`src/rtl/rf_pkg.sv`:
```
// Shared types for the register-file write-port scheduler.
package rf_pkg;

    localparam int REG_W = 5;
    localparam int XLEN  = 32;

    typedef struct packed {
        logic [REG_W-1:0] rd;
        logic [XLEN-1:0]  data;
    } wb_beat_t;

endpackage

```
`src/rtl/rf_wb_fifo.sv`:
```
// Synchronous FIFO of writeback beats; pointers carry one extra wrap bit so
// full and empty are told apart by the MSB.
module rf_wb_fifo
    import rf_pkg::*;
#(
    parameter int DEPTH = 2
) (
    input  logic                     clk,
    input  logic                     rst_n,
    input  logic                     push_i,
    input  wb_beat_t                 din_i,
    input  logic                     pop_i,
    output wb_beat_t                 dout_o,
    output logic                     full_o,
    output logic                     empty_o,
    output logic [$clog2(DEPTH):0]   count_o
);

    localparam int AW = $clog2(DEPTH);
    localparam logic [AW:0] PTR_ONE = {{AW{1'b0}}, 1'b1};

    wb_beat_t    mem_q [DEPTH];
    logic [AW:0] wptr_q, rptr_q;

    assign empty_o = (wptr_q == rptr_q);
    assign full_o  = (wptr_q[AW] != rptr_q[AW]) && (wptr_q[AW-1:0] == rptr_q[AW-1:0]);
    assign count_o = wptr_q - rptr_q;
    assign dout_o  = mem_q[rptr_q[AW-1:0]];

    always_ff @(posedge clk or negedge rst_n) begin
        if (!rst_n) begin
            wptr_q <= '0;
            rptr_q <= '0;
        end else begin
            if (push_i && !full_o) wptr_q <= wptr_q + PTR_ONE;
            if (pop_i && !empty_o) rptr_q <= rptr_q + PTR_ONE;
        end
    end

    // Storage needs no reset: an empty FIFO never presents its head.
    always_ff @(posedge clk) begin
        if (push_i && !full_o) mem_q[wptr_q[AW-1:0]] <= din_i;
    end

endmodule

```
`src/rtl/rf_wb_sched.sv`:
```
// Register-file write-port arbiter (ALU > buffered load > direct load) with a
// load busy scoreboard. Define RF_WB_PERF_EN to build the A/B conflict counter.
module rf_wb_sched
    import rf_pkg::*;
#(
    parameter int B_DEPTH = 2
) (
    input  logic        CLK,
    input  logic        RST_N,
    input  logic        A_VALID,
    input  logic [4:0]  A_RD,
    input  logic [31:0] A_DATA,
    input  logic        B_VALID,
    output logic        B_READY,
    input  logic [4:0]  B_RD,
    input  logic [31:0] B_DATA,
    input  logic        ISSUE_VALID,
    input  logic [4:0]  ISSUE_RS1,
    input  logic [4:0]  ISSUE_RS2,
    input  logic [4:0]  ISSUE_RD,
    input  logic        ISSUE_WE,
    input  logic        ISSUE_LONG,
    output logic        STALL,
    output logic [4:0]  WNUM,
    output logic [31:0] WDATA,
    output logic        RegWrite,
    output logic [31:0] CONFLICT_CNT
);

    localparam int CW = $clog2(B_DEPTH) + 1;
    localparam logic [CW-1:0] DEPTH_C = CW'(B_DEPTH);

    wb_beat_t        fifo_head, beat_d;
    logic            fifo_full, fifo_empty, fifo_push, fifo_pop, b_acc;
    logic [CW-1:0]   fifo_cnt;
    logic            win_vld_d, win_b_d;
    logic [4:0]      wnum_q;
    logic [31:0]     wdata_q;
    logic            we_q, src_b_q;
    logic [31:1]     busy_q, busy_d;
    logic [31:0]     busy_w;
    logic            set_en;

    // Ready depends only on the registered occupancy, never on this cycle's requests.
    assign B_READY   = (fifo_cnt < DEPTH_C);
    assign b_acc     = B_VALID && B_READY;
    assign fifo_pop  = !A_VALID && !fifo_empty;
    assign fifo_push = b_acc && !fifo_full && (A_VALID || !fifo_empty);

    rf_wb_fifo #(.DEPTH(B_DEPTH)) u_bfifo (
        .clk     (CLK),
        .rst_n   (RST_N),
        .push_i  (fifo_push),
        .din_i   ('{rd: B_RD, data: B_DATA}),
        .pop_i   (fifo_pop),
        .dout_o  (fifo_head),
        .full_o  (fifo_full),
        .empty_o (fifo_empty),
        .count_o (fifo_cnt)
    );

    always_comb begin
        win_vld_d = 1'b0;
        win_b_d   = 1'b0;
        beat_d    = '0;
        if (A_VALID) begin
            win_vld_d = 1'b1;
            beat_d    = '{rd: A_RD, data: A_DATA};
        end else if (!fifo_empty) begin
            win_vld_d = 1'b1;
            win_b_d   = 1'b1;
            beat_d    = fifo_head;
        end else if (B_VALID) begin
            win_vld_d = 1'b1;
            win_b_d   = 1'b1;
            beat_d    = '{rd: B_RD, data: B_DATA};
        end
    end

    always_ff @(posedge CLK or negedge RST_N) begin
        if (!RST_N) begin
            wnum_q  <= '0;
            wdata_q <= '0;
            we_q    <= 1'b0;
            src_b_q <= 1'b0;
        end else begin
            we_q    <= win_vld_d && (beat_d.rd != '0);
            src_b_q <= win_vld_d && win_b_d;
            if (win_vld_d) begin
                wnum_q  <= beat_d.rd;
                wdata_q <= beat_d.data;
            end
        end
    end

    assign WNUM     = wnum_q;
    assign WDATA    = wdata_q;
    assign RegWrite = we_q;

    assign busy_w = {busy_q, 1'b0};
    assign STALL  = ISSUE_VALID && (busy_w[ISSUE_RS1] || busy_w[ISSUE_RS2] ||
                                    (ISSUE_WE && busy_w[ISSUE_RD]));
    assign set_en = ISSUE_VALID && !STALL && ISSUE_LONG && ISSUE_WE && (ISSUE_RD != '0);

    // Clear on a committed load write, then set so a same-edge set wins.
    always_comb begin
        busy_d = busy_q;
        for (int r = 1; r < 32; r++) begin
            if (we_q && src_b_q && (wnum_q == r[4:0])) busy_d[r] = 1'b0;
            if (set_en && (ISSUE_RD == r[4:0]))         busy_d[r] = 1'b1;
        end
    end

    always_ff @(posedge CLK or negedge RST_N) begin
        if (!RST_N) busy_q <= '0;
        else        busy_q <= busy_d;
    end

`ifdef RF_WB_PERF_EN
    logic [31:0] conflict_q;

    always_ff @(posedge CLK or negedge RST_N) begin
        if (!RST_N)                                  conflict_q <= '0;
        else if (A_VALID && (!fifo_empty || b_acc))  conflict_q <= conflict_q + 32'd1;
    end

    assign CONFLICT_CNT = conflict_q;
`else
    assign CONFLICT_CNT = '0;
`endif

endmodule

```
`config.mk`:
```
export PLATFORM = sky130hd
export DESIGN_NAME = rf_wb_sched
export DESIGN_NICKNAME = d
export VERILOG_FILES = /design/src/rtl/rf_pkg.sv /design/src/rtl/rf_wb_fifo.sv /design/src/rtl/rf_wb_sched.sv
export SDC_FILE = /design/constraint.sdc
export NUM_CORES = 1
export LEC_CHECK = 0
export CAP_MARGIN = 15
export CORE_ASPECT_RATIO = 0.6
export CORE_MARGIN = 2
export CORE_UTILIZATION = 51
export DETAILED_ROUTE_END_ITERATION = 10
export PLACE_DENSITY_LB_ADDON = 0.1
export SYNTH_ARGS = -nofsm -noshare
export SYNTH_HDL_FRONTEND = slang
export SYNTH_SLANG_ARGS = --single-unit
```
`constraint.sdc`:
```
create_clock -name CLK -period 4.3 [get_ports CLK]
set_clock_uncertainty 0.2 [all_clocks]
set_input_delay 0.86 -clock CLK [delete_from_list [all_inputs] [get_ports CLK]]
set_output_delay 0.86 -clock CLK [all_outputs]
set_load 0.03 [all_outputs]
```
==> flow_metrics.env <==
export IMPL_cts_tree="done"
export IMPL_cts_setup_buffers=0
export IMPL_whs_path_depth=2
export IMPL_ios=168
export IMPL_dp_cells=988
export IMPL_gp_congestion=1.041
export IMPL_fin_ws_ns=0.1141
export IMPL_min_period_over_period=0.9735
export IMPL_layout_commonest_cell="clkdlybuf4s50_1"
export IMPL_grt_total_usage=0.2684
export IMPL_wl_per_cell_microns=20.47
export IMPL_dp_hpwl_microns=14500
export IMPL_clock_latency_ns=0.42
export IMPL_worstPathMaxFanout=9
export IMPL_slowest_delay_ns=0.52
export IMPL_place_ws_ns=-0.4326
export IMPL_nFillCells=1099
export IMPL_required_ns=3.24
export IMPL_finalSetupTns_ns=0
export IMPL_worstMarginPinSlew_ns=0.9924
export IMPL_hold_buffers=0
export IMPL_yosysWarningCount=0
export IMPL_outcome="finished clean"
export IMPL_min_path_type="flip-flop to flip-flop"
export IMPL_synth_seq_cells=148
export IMPL_holdPathEnd="WDATA[15]$_DFFE_PN0P_"
export IMPL_rrSetupSlack_ns=1.27
export IMPL_num_rows=34
export IMPL_drt_total_wl_microns=20880
export IMPL_relSlewSlack=0.3384
export IMPL_crit_slowest_cell="or4_4"
export IMPL_clkSlewWorstSetupHoldPaths_ns=0.06
export IMPL_reg2reg_depth=8
export IMPL_rsz0062_at_grt="no"
export IMPL_hp_start="WDATA[15]$_DFFE_PN0P_"
export IMPL_max_freq_mhz=238.9
export IMPL_initial_utilization=0.5284
export IMPL_syn_inst=678
export IMPL_cts_path_max_buffers=2
export IMPL_num_antenna_cells=0
export IMPL_num_vias=6017
export IMPL_crit_arrival_ns=3.13
export IMPL_gr_total_overflow=0
export IMPL_synth_edf_count=74
export IMPL_ir_drop_mv=0.3732
export IMPL_grt_start_max_net_pins=75
export IMPL_path_class="primary input to output port"
export IMPL_crit_chain="clkdlybuf4s50_1, buf_6, mux4_2, a32oi_2, nand4_1, or4_4, o21a_1, buf_2"
export IMPL_p_per_area_mw_per_mm2=710.1
export IMPL_antenna_found_initial=0
export IMPL_post_route_cells_drive_above_1_share=0.1399
export IMPL_antenna_left=0
export IMPL_syn_to_final_growth_pct=26.17
export IMPL_cts_sinks=148
export IMPL_final_cell_mix="130 x clkdlybuf4s50_1, 118 x nand2_1, 74 x edfxtp_1"
export IMPL_synth_seq_area_share=0.5269
export IMPL_nets=906
export IMPL_grt_pass1_vias=5882
export IMPL_h_tree_depth=4
export IMPL_dr_pass1_iters=6
export IMPL_die_w_microns=163.0
export IMPL_r2r_start="u_bfifo.wptr_q[0]$_DFFE_PN0P_"
export IMPL_initialDrtViolationCount=726
export IMPL_leakage_uw=0.003733
export IMPL_hold_violations=0
export IMPL_startpoint_type="primary input"
export IMPL_yosys_most_used_dff="edfxtp_1"
export IMPL_ys_types=56
export IMPL_setup_viol=0
export IMPL_dieArea_sq_mm=0.01620
export IMPL_drc=0
export IMPL_p_total_uw=6928
export IMPL_synth_async_reset_ratio=0.5000
export IMPL_layout_cells_non_filler=1020
export IMPL_root_buffer="clkbuf_16"
export IMPL_syn_area_sq_mm=0.007732
export IMPL_grt_first_pass_wirelength_microns=32660
export IMPL_cts_made_buffers=17
export IMPL_slew_violations=0
export IMPL_r2r_end="u_bfifo.wptr_q[1]$_DFFE_PN0P_"
export IMPL_drv_cap=0
export IMPL_worstSetupEndpointType="output port"
export IMPL_vias_per_cell=5.899
export IMPL_avgSynthCellArea_sq_um=11.40
export IMPL_core_area_sq_mm=0.01463
export IMPL_io_buffers=135
export IMPL_die_h_microns=99.38
export IMPL_period_needed_ns=4.186
[worst max-delay path, delay by kind of cell]
family	cells	cell delay, ns
compound gates	2	0.36
mux	1	0.50
buf+inv	3	0.78
simple gates	2	0.62
[routing by layer]
metal | vias up | GRT usage | share of wire
met5 | - | 0 | 0
met4 | 0 | 0.06943 | 0.016
met3 | 35 | 0.1068 | 0.13
met2 | 370 | 0.3530 | 0.41
met1 | 2895 | 0.4099 | 0.45
li1 | 2717 | - | -
[stage by stage]
step,cell area [sq um],utilization,hold WS [ns]
3_5_place_dp,9170,0.6266,0.3163
2_1_floorplan,7849,-,0.2681
5_1_grt,9756,0.6666,0.3414
6_report,9756,0.6666,0.3244
3_3_place_gp,9170,0.6266,0.3062
4_1_cts,9739,0.6655,0.3291
[power by group]
part	internal (uW)	total (uW)	switching [uW]
combinational	1170	2940	1770
clock	812	1440	629
sequential	2040	2540	497
total	4030	6930	2900
[registers in the layout, summed over array words and instances, names as in the netlist]
signal	cells
u_bfifo.wptr_q	2
u_bfifo.rptr_q	2
WDATA	32
u_bfifo.mem_q	74
busy_q	31
WNUM	5
src_b_q	1
RegWrite	1
[how the worst max path moves through the flow]
stage                 start     to  slack (ns)
2_1_floorplan  ISSUE_RS1[0]  STALL        0.27
3_3_place_gp   ISSUE_RS2[1]  STALL       -0.41
3_5_place_dp   ISSUE_RS1[1]  STALL       -0.43
4_1_cts        ISSUE_RS2[1]  STALL        0.06
5_1_grt        ISSUE_RS2[0]  STALL        0.03
6_report       ISSUE_RS2[0]  STALL        0.11
[cell usage after synthesis (all sizes together), types with 3 or more instances]
library cell  instances  area share
mux2i                45       0.058
nand3b                4      0.0039
o31ai                35       0.055
mux4                 19       0.057
buf                  53       0.051
nand4                 6      0.0049
nand2               119       0.058
nor3                  9      0.0058
o311ai               32       0.036
mux2                  3      0.0044
xnor2                 5      0.0057
inv                   5      0.0024
clkbuf               25       0.012
edfxtp               74        0.29
and3b                 4      0.0049
o21ai                33       0.021
nor2                 45       0.022
dfrtp                74        0.24
a21oi                36       0.023
nor2b                 4      0.0032
nand3                 5      0.0032
nand2b                9      0.0073
[repair_timing]
item	4_1_cts	5_1_grt
hold endpoints to repair	0	0
endpoints found under the setup margin	1	1
gates resized for setup	7	4
cloned	0	0
pin swaps	1	2
[logic make-up (layout without fill, tap and decap cells)]
| family | after synthesis | count (layout) | synth area share |
|---|---|---|---|
| flip-flops | 148 | 148 | 0.5269 |
| XOR/XNOR | 7 | 7 | 0.007929 |
| AND/OR/NAND/NOR | 219 | 219 | 0.1257 |
| multiplexers | 67 | 67 | 0.1199 |
| adder cells (fa/ha/maj) | 1 | 1 | 0.001618 |
| AO/OA/AOI/OAI | 151 | 151 | 0.1516 |
| buffers and inverters | 84 | 197 | 0.06586 |
| other | 1 | 32 | 0.0004850 |
[area by class of cell]
type | count | area [sq um] | area share
sequential | 148 | 4075 | 0.4177
multi-input combinational | 477 | 3294 | 0.3377
timing repair buffer | 159 | 1544 | 0.1583
clock buffer | 17 | 425.4 | 0.04361
tap | 198 | 247.7 | 0.02539
clock inverter | 15 | 146.4 | 0.01501
inverter | 6 | 22.52 | 0.002309
Power figures use the tool's default switching activity.
